[src/rtl/sam_pkg.sv]
// sam_pkg: shared definitions for the sam_rv32i pipeline interlock controller.
//   - opcode / funct3 constants of the reduced instruction set
//   - NOP_IR, the instruction used to squash pipeline registers
//   - FSM state encoding and in-flight table entry type
//   - instruction field extract helpers
package sam_pkg;

  localparam logic [6:0] AR_TYPE = 7'd0;
  localparam logic [6:0] M_TYPE  = 7'd1;
  localparam logic [6:0] BR_TYPE = 7'd2;
  localparam logic [6:0] SH_TYPE = 7'd3;

  localparam logic [2:0] LW  = 3'd0;
  localparam logic [2:0] SW  = 3'd1;
  localparam logic [2:0] BEQ = 3'd0;
  localparam logic [2:0] BNE = 3'd1;

  // Opcode 7'h7F matches no instruction type: neither writer nor reader.
  localparam logic [31:0] NOP_IR = 32'h0000_007F;

  typedef enum logic [1:0] {
    ST_RUN    = 2'd0,
    ST_STALL  = 2'd1,
    ST_FLUSH  = 2'd2,
    ST_FREEZE = 2'd3
  } state_e;

  // One slot of the in-flight destination table.
  typedef struct packed {
    logic       v;
    logic [4:0] rd;
  } inflight_t;

  function automatic logic [6:0] ir_opcode(input logic [31:0] ir);
    return ir[6:0];
  endfunction

  function automatic logic [4:0] ir_rd(input logic [31:0] ir);
    return ir[11:7];
  endfunction

  function automatic logic [4:0] ir_rs1(input logic [31:0] ir);
    return ir[19:15];
  endfunction

  function automatic logic [4:0] ir_rs2(input logic [31:0] ir);
    return ir[24:20];
  endfunction

  function automatic logic [2:0] ir_f3(input logic [31:0] ir);
    return ir[14:12];
  endfunction

  function automatic logic [6:0] ir_f7(input logic [31:0] ir);
    return ir[31:25];
  endfunction

endpackage

[src/rtl/sam_dec_deps.sv]
// sam_dec_deps: combinational register-dependency decoder.
// Ports:
//   ir        in   instruction word
//   is_writer out  instruction writes a nonzero rd
//   rd        out  destination register index
//   rs1/rs2/rs3 out source register indices, each with a *_use flag
//                  (rs3 is the store-data register held in ir[11:7] of SW)
module sam_dec_deps
  import sam_pkg::*;
(
  input  logic [31:0] ir,
  output logic        is_writer,
  output logic [4:0]  rd,
  output logic [4:0]  rs1,
  output logic        rs1_use,
  output logic [4:0]  rs2,
  output logic        rs2_use,
  output logic [4:0]  rs3,
  output logic        rs3_use
);

  logic [6:0] opc;
  logic [2:0] f3;
  logic [6:0] f7;

  always_comb begin
    opc = ir_opcode(ir);
    f3  = ir_f3(ir);
    f7  = ir_f7(ir);

    rd  = ir_rd(ir);
    rs1 = ir_rs1(ir);
    rs2 = ir_rs2(ir);
    rs3 = ir_rd(ir);

    is_writer = 1'b0;
    rs1_use   = 1'b0;
    rs2_use   = 1'b0;
    rs3_use   = 1'b0;

    unique case (opc)
      AR_TYPE: begin
        is_writer = 1'b1;
        rs1_use   = 1'b1;
        rs2_use   = (f7 == 7'd1);
      end
      M_TYPE: begin
        is_writer = (f3 == LW);
        rs1_use   = 1'b1;
        rs3_use   = (f3 == SW);
      end
      SH_TYPE: begin
        is_writer = 1'b1;
        rs1_use   = 1'b1;
      end
      // BR compares field indices, not register contents.
      default: ;
    endcase

    // r0 is hardwired; a write to it never creates a dependency.
    if (rd == 5'd0) is_writer = 1'b0;
  end

endmodule

[src/rtl/sam_pipe_ctrl.sv]
// sam_pipe_ctrl: interlock and sequencing controller for the 5-stage
// sam_rv32i pipeline (no forwarding).
// Ports:
//   clk         pipeline clock
//   RN          synchronous active-high reset
//   id_ir       instruction in IF/ID;  id_valid: IF/ID holds a real instruction
//   br_taken    one-cycle branch-taken pulse from EX
//   mem_busy    data memory not ready this cycle
//   hold_if     hold NPC and IF/ID
//   bubble_ex   load NOP_IR into ID/EX
//   flush_ifid  replace IF/ID with NOP_IR
//   freeze      all pipeline registers hold
//   state       FSM state (RUN/STALL/FLUSH/FREEZE)
//   stall_cnt, flush_cnt, freeze_cnt  saturating event counters
// Handshake: none; every output is a same-cycle combinational command that
// the datapath applies at the next clk edge.
module sam_pipe_ctrl
  import sam_pkg::*;
#(
  parameter int FLUSH_CYCLES = 2,
  parameter int CNT_W        = 16
) (
  input  logic             clk,
  input  logic             RN,
  input  logic [31:0]      id_ir,
  input  logic             id_valid,
  input  logic             br_taken,
  input  logic             mem_busy,
  output logic             hold_if,
  output logic             bubble_ex,
  output logic             flush_ifid,
  output logic             freeze,
  output logic [1:0]       state,
  output logic [CNT_W-1:0] stall_cnt,
  output logic [CNT_W-1:0] flush_cnt,
  output logic [CNT_W-1:0] freeze_cnt
);

  localparam int FCNT_W = (FLUSH_CYCLES > 1) ? $clog2(FLUSH_CYCLES) : 1;

  state_e            state_q, state_d;
  logic [FCNT_W-1:0] fcnt_q, fcnt_d;
  inflight_t         ex_q, mem_q, wb_q;

  logic       is_writer, rs1_use, rs2_use, rs3_use;
  logic [4:0] rd, rs1, rs2, rs3;
  logic       hazard, issue;

  sam_dec_deps u_dec (
    .ir        (id_ir),
    .is_writer (is_writer),
    .rd        (rd),
    .rs1       (rs1),
    .rs1_use   (rs1_use),
    .rs2       (rs2),
    .rs2_use   (rs2_use),
    .rs3       (rs3),
    .rs3_use   (rs3_use)
  );

  // WB is included: the register file write and the ID read share one edge,
  // so ID would still see the old value.
  function automatic logic pending(input logic use_f, input logic [4:0] r,
                                   input inflight_t e0, input inflight_t e1,
                                   input inflight_t e2);
    return use_f && (r != 5'd0) &&
           ((e0.v && e0.rd == r) || (e1.v && e1.rd == r) || (e2.v && e2.rd == r));
  endfunction

  always_comb begin
    hazard = id_valid && (pending(rs1_use, rs1, ex_q, mem_q, wb_q) ||
                          pending(rs2_use, rs2, ex_q, mem_q, wb_q) ||
                          pending(rs3_use, rs3, ex_q, mem_q, wb_q));
  end

  // Outputs: RN > freeze > flush > hazard.
  always_comb begin
    hold_if    = 1'b0;
    bubble_ex  = 1'b0;
    flush_ifid = 1'b0;
    freeze     = 1'b0;
    if (!RN) begin
      if (mem_busy) begin
        freeze = 1'b1;
      end else if (br_taken || state_q == ST_FLUSH) begin
        flush_ifid = 1'b1;
        bubble_ex  = 1'b1;
      end else if (hazard) begin
        hold_if   = 1'b1;
        bubble_ex = 1'b1;
      end
    end
    issue = id_valid && !RN && !freeze && !bubble_ex;
  end

  // The br_taken cycle is the first squash cycle; FLUSH then lasts fcnt more
  // cycles, giving FLUSH_CYCLES squashed cycles in total. A FREEZE cycle with
  // mem_busy already low behaves exactly like RUN.
  always_comb begin
    state_d = state_q;
    fcnt_d  = fcnt_q;
    if (mem_busy) begin
      state_d = ST_FREEZE;
    end else if (br_taken) begin
      state_d = (FLUSH_CYCLES > 1) ? ST_FLUSH : ST_RUN;
      fcnt_d  = FCNT_W'(FLUSH_CYCLES - 1);
    end else if (state_q == ST_FLUSH) begin
      if (fcnt_q <= FCNT_W'(1)) begin
        state_d = ST_RUN;
        fcnt_d  = '0;
      end else begin
        fcnt_d = fcnt_q - FCNT_W'(1);
      end
    end else begin
      state_d = hazard ? ST_STALL : ST_RUN;
    end
  end

  always_ff @(posedge clk) begin
    if (RN) begin
      state_q <= ST_RUN;
      fcnt_q  <= '0;
    end else begin
      state_q <= state_d;
      fcnt_q  <= fcnt_d;
    end
  end

  // In-flight destination table; holds still while frozen.
  always_ff @(posedge clk) begin
    if (RN) begin
      ex_q  <= '0;
      mem_q <= '0;
      wb_q  <= '0;
    end else if (!freeze) begin
      ex_q  <= '{v: issue && is_writer, rd: rd};
      mem_q <= ex_q;
      wb_q  <= mem_q;
    end
  end

  always_ff @(posedge clk) begin
    if (RN) begin
      stall_cnt  <= '0;
      flush_cnt  <= '0;
      freeze_cnt <= '0;
    end else begin
      if (hold_if && stall_cnt != '1)     stall_cnt  <= stall_cnt + CNT_W'(1);
      if (flush_ifid && flush_cnt != '1)  flush_cnt  <= flush_cnt + CNT_W'(1);
      if (freeze && freeze_cnt != '1)     freeze_cnt <= freeze_cnt + CNT_W'(1);
    end
  end

  assign state = state_q;

endmodule
[config.mk]
export PLATFORM = sky130hd
export DESIGN_NAME = sam_pipe_ctrl
export DESIGN_NICKNAME = d
export VERILOG_FILES = /design/src/rtl/sam_pkg.sv /design/src/rtl/sam_dec_deps.sv /design/src/rtl/sam_pipe_ctrl.sv
export SDC_FILE = /design/constraint.sdc
export NUM_CORES = 1
export LEC_CHECK = 0
export BUFFER_PORTS_ARGS = -buffer_cell sky130_fd_sc_hd__clkbuf_2
export CORE_MARGIN = 2
export CORE_UTILIZATION = 58
export CTS_CLUSTER_DIAMETER = 80
export DETAILED_ROUTE_END_ITERATION = 10
export PLACE_DENSITY_LB_ADDON = 0.2
export SLEW_MARGIN = 20
export SYNTH_ARGS = -nofsm -noshare
export SYNTH_HDL_FRONTEND = slang
export SYNTH_SLANG_ARGS = --single-unit
export TNS_END_PERCENT = 1
[constraint.sdc]
create_clock -name clk -period 4.8 [get_ports clk]
set_clock_uncertainty 0.2 [all_clocks]
set_input_delay 0.48 -clock clk [delete_from_list [all_inputs] [get_ports clk]]
set_output_delay 0.48 -clock clk [all_outputs]
set_load 0.02 [all_outputs]
==> flow_metrics.tcl, run 1 <==
set metrics [dict create \
    yosys-top-cells-count "dfxtp_1 (68), nor2_1 (65), xor2_1 (50)" \
    yosysWarnings 0 \
    synth_edf_count 0 \
    cts_max_path_buffers 2 \
    crit_start "mem_busy" \
    insertion_delay_ns 0.35 \
    initial_core_util 0.593 \
    setup_viol 0 \
    firstDrtPassIters 4 \
    placedCellCount 585 \
    syn_avg_cell_area_sq_um 8.61 \
    ys_ff_latch 68 \
    nets 559 \
    num_antenna_cells 0 \
    crit_path_max_fanout 25 \
    io_buffers 90 \
    drive_gt1_frac 0.250 \
    place_ws_ns 1.43 \
    worstReg2RegStart "freeze_cnt[2]" \
    drt_iter0_drc 164 \
    fin_total_pwr_mw 1.32 \
    required_ns 4.84 \
    vias 3419 \
    synth.net_count 475 \
    holdWs_ns 0.178 \
    rsz0062_at_grt "false" \
    final.setup.worst_slack_ns 1.80 \
    synth.area.top_cells "dfxtp_1 (36%), xor2_1 (12%), nor2_1 (6.5%), mux2i_1 (4.8%), xnor2_1 (4.7%)" \
    worst_slew_margin_rel 0.286 \
    cts_buffers 9 \
    period_minus_slack_ns 3.00 \
    cts_setup_buffers 0 \
    end_kind "flop" \
    finalHoldViolCount 0 \
    start_kind "input port" \
    grt_pass1_wl_microns 14600 \
    fin_crit_sh 0.625 \
    antenna_found_initial 0 \
    powerDensity_mw_per_mm2 294 \
    leakage_nw 1.93 \
    grt_pass1_vias 3188 \
    min_from "br_taken" \
    place_hpwl_microns 6520 \
    gp_congestion 0.977 \
    synth_cell_type_count 54 \
    max_freq_mhz 333 \
    clkSinkCount 68 \
    seq_area_frac_synth 0.364 \
    die_x_microns 84.3 \
    synth_top_area_frac 0.364 \
    synth-async-reset-ratio 0 \
    routed_wl_microns 8940 \
    routedWlPerCell_microns 14.9 \
    yosys.area.top_type "dfxtp_1" \
    drc 0 \
    core_area_sq_mm 0.00631 \
    synth.most_common_cell "dfxtp_1" \
    status "completed" \
    track_usage 0.251 \
    die_area_sq_mm 0.00711 \
    synthCells 435 \
    overflow 0 \
    tritoncts "built" \
    h-tree-depth 3 \
    final_max_slew_viol_count 0 \
    instances_no_fill 601 \
    tightestPinTransition_ns 1.06 \
    hold_path_class "input port to flop" \
    grt_max_degree 78 \
    clk_pin_slew_ns 0.08 \
    ys.flop_type "dfxtp_1" \
    cap_violations 0 \
    io_pins 91 \
    cts_root_buffer "clkbuf_8" \
    critical_path_arrival_ns 3.04 \
    cts_resized 0 \
    cts.hold.buffers_added 0 \
    num_rows 29 \
    tns_ns 0 \
    crit_type "input port to flop" \
    synth.cell_area_sq_mm 0.00374 \
    die_h_microns 84.3 \
    syn2layout_area_growth_pct 19.7 \
    peakVddDrop_v 0.000198 \
    ant_nets 0 \
    routed_via_density 5.69 \
]
registers in the layout, summed over array words and instances, names as in the netlist:
signal	count
ex_q	6
flush_cnt	16
freeze_cnt	16
mem_q	6
stall_cnt	16
state	2
wb_q	6
area by class of cell:
cell class | count | area, sq um
flip-flops and latches | 68 | 1360
repair buffers | 92 | 465
fillers | 561 | 1830
well taps | 77 | 96.3
multi-input cells | 342 | 2270
inverters | 6 | 22.5
clock buffers | 9 | 124
clock inverters | 7 | 146
worst max-delay path, stage by stage:
cell and delay (ns):
clkbuf_2 0.37, or2_2 0.44, nor2_1 0.21, nand2_1 0.12, or3_4 0.34, o221a_4 0.35
a2111oi_2 0.37, mux2_1 0.35
per-stage QoR:
| stage | area [sq um] | utilization |
|---|---|---|
| 3_5_place_dp | 4210 | 0.667 |
| 3_3_place_gp | 4210 | 0.667 |
| 2_1_floorplan | 3740 | - |
| 5_1_grt | 4480 | 0.710 |
| 4_1_cts | 4480 | 0.710 |
| 6_report | 4480 | 0.710 |
worst paths after layout:
kind / slack [ns] / depth (start not counted) / to
setup / recovery: 1.80 / 8 / stall_cnt[12]
hold / removal: 0.18 / 3 / state[1]
setup reg to reg: 1.94 / 7 / freeze_cnt[8]
hold reg to reg: 0.31 / 2 / stall_cnt[14]
report_power, final:
part           total [mW]  internal [mW]  switching (mW)
clock               0.627          0.401           0.226
combinational       0.104         0.0448          0.0591
sequential          0.585          0.572          0.0134
total                1.32           1.02           0.299
per-layer routing:
metal | track usage | vias up | routed length, microns
li1 | - | 1696 | -
met1 | 0.305 | 1642 | 3840
met2 | 0.437 | 74 | 4650
met3 | 0.0472 | 7 | 362
met4 | 0.0996 | 0 | 89
met5 | 0 | - | 0
placed cells by master, fill, tap and decap left out, types with 3 or more instances in the layout:
master / count
a21oi_1: 12
and3_1: 4
and3_2: 4
and4_1: 5
bufinv_16: 4
clkbuf_2: 90
clkbuf_8: 9
dfxtp_1: 68
ha_1: 3
inv_1: 6
mux2_2: 4
mux2i_1: 18
nand2_1: 17
nand2b_1: 5
nand3_1: 27
nand4_1: 12
nor2_1: 65
nor2b_1: 7
nor3_1: 8
nor4_1: 13
o21ai_0: 14
or2_2: 3
or3_1: 11
or4_1: 7
xnor2_1: 20
xor2_1: 50
logic make-up (layout without fill, tap and decap cells):
kind of cell	Yosys count	in the layout	share of synthesized area
buffers and inverters	25	114	0.0311
AO/OA/AOI/OAI	45	45	0.0809
AND/OR/NAND/NOR	200	200	0.284
multiplexers	24	24	0.0662
flip-flops	68	68	0.364
XOR/XNOR	70	70	0.164
adder cells (fa/ha/maj)	3	3	0.0100
No activity file was read; power rests on OpenSTA's default activity.
==> inputs of run 2 (changes only) <==
--- a/config.mk
+++ b/config.mk
@@ -7,7 +7,7 @@
 export LEC_CHECK = 0
 export BUFFER_PORTS_ARGS = -buffer_cell sky130_fd_sc_hd__clkbuf_2
 export CORE_MARGIN = 2
-export CORE_UTILIZATION = 58
+export CORE_UTILIZATION = 49
 export CTS_CLUSTER_DIAMETER = 80
 export DETAILED_ROUTE_END_ITERATION = 10
 export PLACE_DENSITY_LB_ADDON = 0.2
==> constraint.sdc (replaced) <==
create_clock -name clk -period 2.6 [get_ports clk]
set_clock_uncertainty 0.2 [all_clocks]
set_input_delay 0.26 -clock clk [delete_from_list [all_inputs] [get_ports clk]]
set_output_delay 0.26 -clock clk [all_outputs]
set_load 0.02 [all_outputs]
==> run 2 against run 1 <==
  * The flow now finishes with violations (setup timing)
  * Flip-flop and latch count stayed put
  * Register-to-register slack worse by 2.0 ns
  * Wire length grew 2.1%
  * Critical path depth is 1 lower
  * Combinational power up 120%
  * Final cell count is 9.0% higher
  * Sequential share of layout area shrank 1.5 points
  * First-iteration DRC count is 28% higher
  * Critical endpoint is now stall_cnt[13]
  * Largest power group is now registers
  * Highest routed layer unchanged
==> flow_metrics.tcl, run 2 (synthesized netlist as in run 1, its figures left out) <==
set metrics [dict create \
    drive_gt1_frac 0.300 \
    cts_setup_buffers 0 \
    timing.critical_path.buf_inv 0 \
    clkSinkCount 68 \
    insertion_delay_ns 0.33 \
    start_kind "flop" \
    status "finished, violations left" \
    holdWs_ns 0.0623 \
    die_h_microns 91.4 \
    nets 591 \
    worstReg2RegStart "wb_q[0]" \
    hold_path_class "input port to flop" \
    cpPeakStageDelay_ns 0.44 \
    grt_pass1_vias 3176 \
    routed_via_density 5.35 \
    critical_path_arrival_ns 2.66 \
    place_ws_ns -0.196 \
    fin_crit_sh 1.02 \
    mostFrequentLayoutCells "clkbuf_2 (89), nor2_1 (65), dfxtp_1 (65), xor2_1 (50), buf_4 (31)" \
    core_area_sq_mm 0.00733 \
    num_antenna_cells 0 \
    firstDrtPassIters 4 \
    cpMaxStageDelayCell "a311o_2" \
    grt_max_degree 77 \
    violations "setup timing" \
    crit_path_max_fanout 18 \
    drt_iter0_drc 210 \
    powerDensity_mw_per_mm2 451 \
    place_hpwl_microns 6570 \
    period_minus_slack_ns 2.64 \
    clk_pin_slew_ns 0.07 \
    h-tree-depth 3 \
    tightestPinTransition_ns 0.741 \
    crit_chain "xor2_1, nor4_1, nand3_1, a311o_2, o221a_4, nor4_1, mux2_2" \
    gp_congestion 0.986 \
    top_regs "flush_cnt (16), freeze_cnt (16), stall_cnt (16)" \
    final.setup.worst_slack_ns -0.0398 \
    cap_violations 0 \
    track_usage 0.214 \
    required_ns 2.62 \
    peakVddDrop_v 0.000281 \
    multiInputGateArea_sq_mm 0.00231 \
    die_area_sq_mm 0.00835 \
    max_freq_mhz 379 \
    overflow 0 \
    initial_core_util 0.511 \
    finalHoldViolCount 0 \
    antenna_found_initial 0 \
    layout_commonest_cell "clkbuf_2" \
    leakage_nw 2.06 \
    worst_slew_margin_rel 0.506 \
    ant_nets 0 \
    register_area_sq_mm 0.00137 \
    tritoncts "built" \
    crit_type "flop to flop" \
    vias 3501 \
    final_max_slew_viol_count 0 \
    min_from "id_ir[7]" \
    cts_buffers 9 \
    cts_max_path_buffers 2 \
    io_pins 91 \
    routedWlPerCell_microns 13.9 \
    cts_root_buffer "clkbuf_8" \
    crit_top_cell "nor4_1" \
    setup_viol 4 \
    path_delay_family "compound AO/OA/AOI/OAI gates" \
    die_x_microns 91.4 \
    grt_pass1_wl_microns 14800 \
    final_util 0.644 \
    io_buffers 90 \
    crit_start "wb_q[0]" \
    routed_wl_microns 9120 \
    fillCellCount 650 \
    drc 0 \
    end_kind "flop" \
    rsz0062_at_grt "true" \
    num_rows 31 \
    syn2layout_area_growth_pct 26.1 \
    tns_ns -0.0704 \
]
[run 2: cell types whose count changed in the layout (fill, tap and decap cells not counted), moves of 3 or more]
cell	previous run	this run
bufinv_16	4	1
clkinv_2	0	3
dfxtp_1	68	65
dfxtp_2	0	3
buf_4	2	31
[run 2: final cells by class]
class / count / share of cell area
multi-input cells: 342 / 0.489
flip-flops and latches: 68 / 0.289
repair buffers: 124 / 0.152
clock buffers: 11 / 0.0278
well taps: 99 / 0.0262
clock inverters: 5 / 0.0111
inverters: 6 / 0.00477
[run 2: per-stage QoR]
| stage | power (mW) | cells | instance area [sq um] |
|---|---|---|---|
| 2_1_floorplan | 1.22 | 435 | 3760 |
| 3_3_place_gp | 1.31 | 637 | 4480 |
| 3_5_place_dp | 1.32 | 637 | 4480 |
| 4_1_cts | 2.15 | 655 | 4700 |
| 5_1_grt | 2.22 | 655 | 4720 |
| 6_report | 2.13 | 655 | 4720 |
[run 2: path summary, 6_finish.rpt]
kind                   endpoint  slack, ns  depth (start not counted)
setup / recovery  stall_cnt[13]      -0.04                          7
hold / removal          ex_q[0]       0.06                          3
setup reg to reg  stall_cnt[13]      -0.04                          7
hold reg to reg   freeze_cnt[5]       0.31                          2
[run 2: worst reg2reg max path, delay by kind of cell, from the launching register on]
family	cells	cell delay, ns
compound gates	2	0.80
xor+xnor	1	0.15
flops	1	0.34
mux	1	0.37
simple gates	3	0.69
[run 2: where the power goes]
part	switching [mW]	internal [mW]	total [mW]
clock	0.388	0.439	0.827
combinational	0.128	0.102	0.230
sequential	0.0165	1.06	1.07
total	0.533	1.60	2.13
[run 2: layer usage]
metal | share of wire | GRT usage | up-vias
met2 | 0.47 | 0.357 | 96
li1 | - | - | 1763
met4 | 0.0034 | 0.0682 | 0
met3 | 0.054 | 0.0357 | 2
met5 | 0 | 0 | -
met1 | 0.47 | 0.281 | 1640
[run 2: what timing repair did]
action	4_1_cts	5_1_grt
endpoints found under the setup margin	8	14
pin swaps	4	1
hold buffers	2	0
gates resized for setup	6	6
hold endpoints to repair	2	0
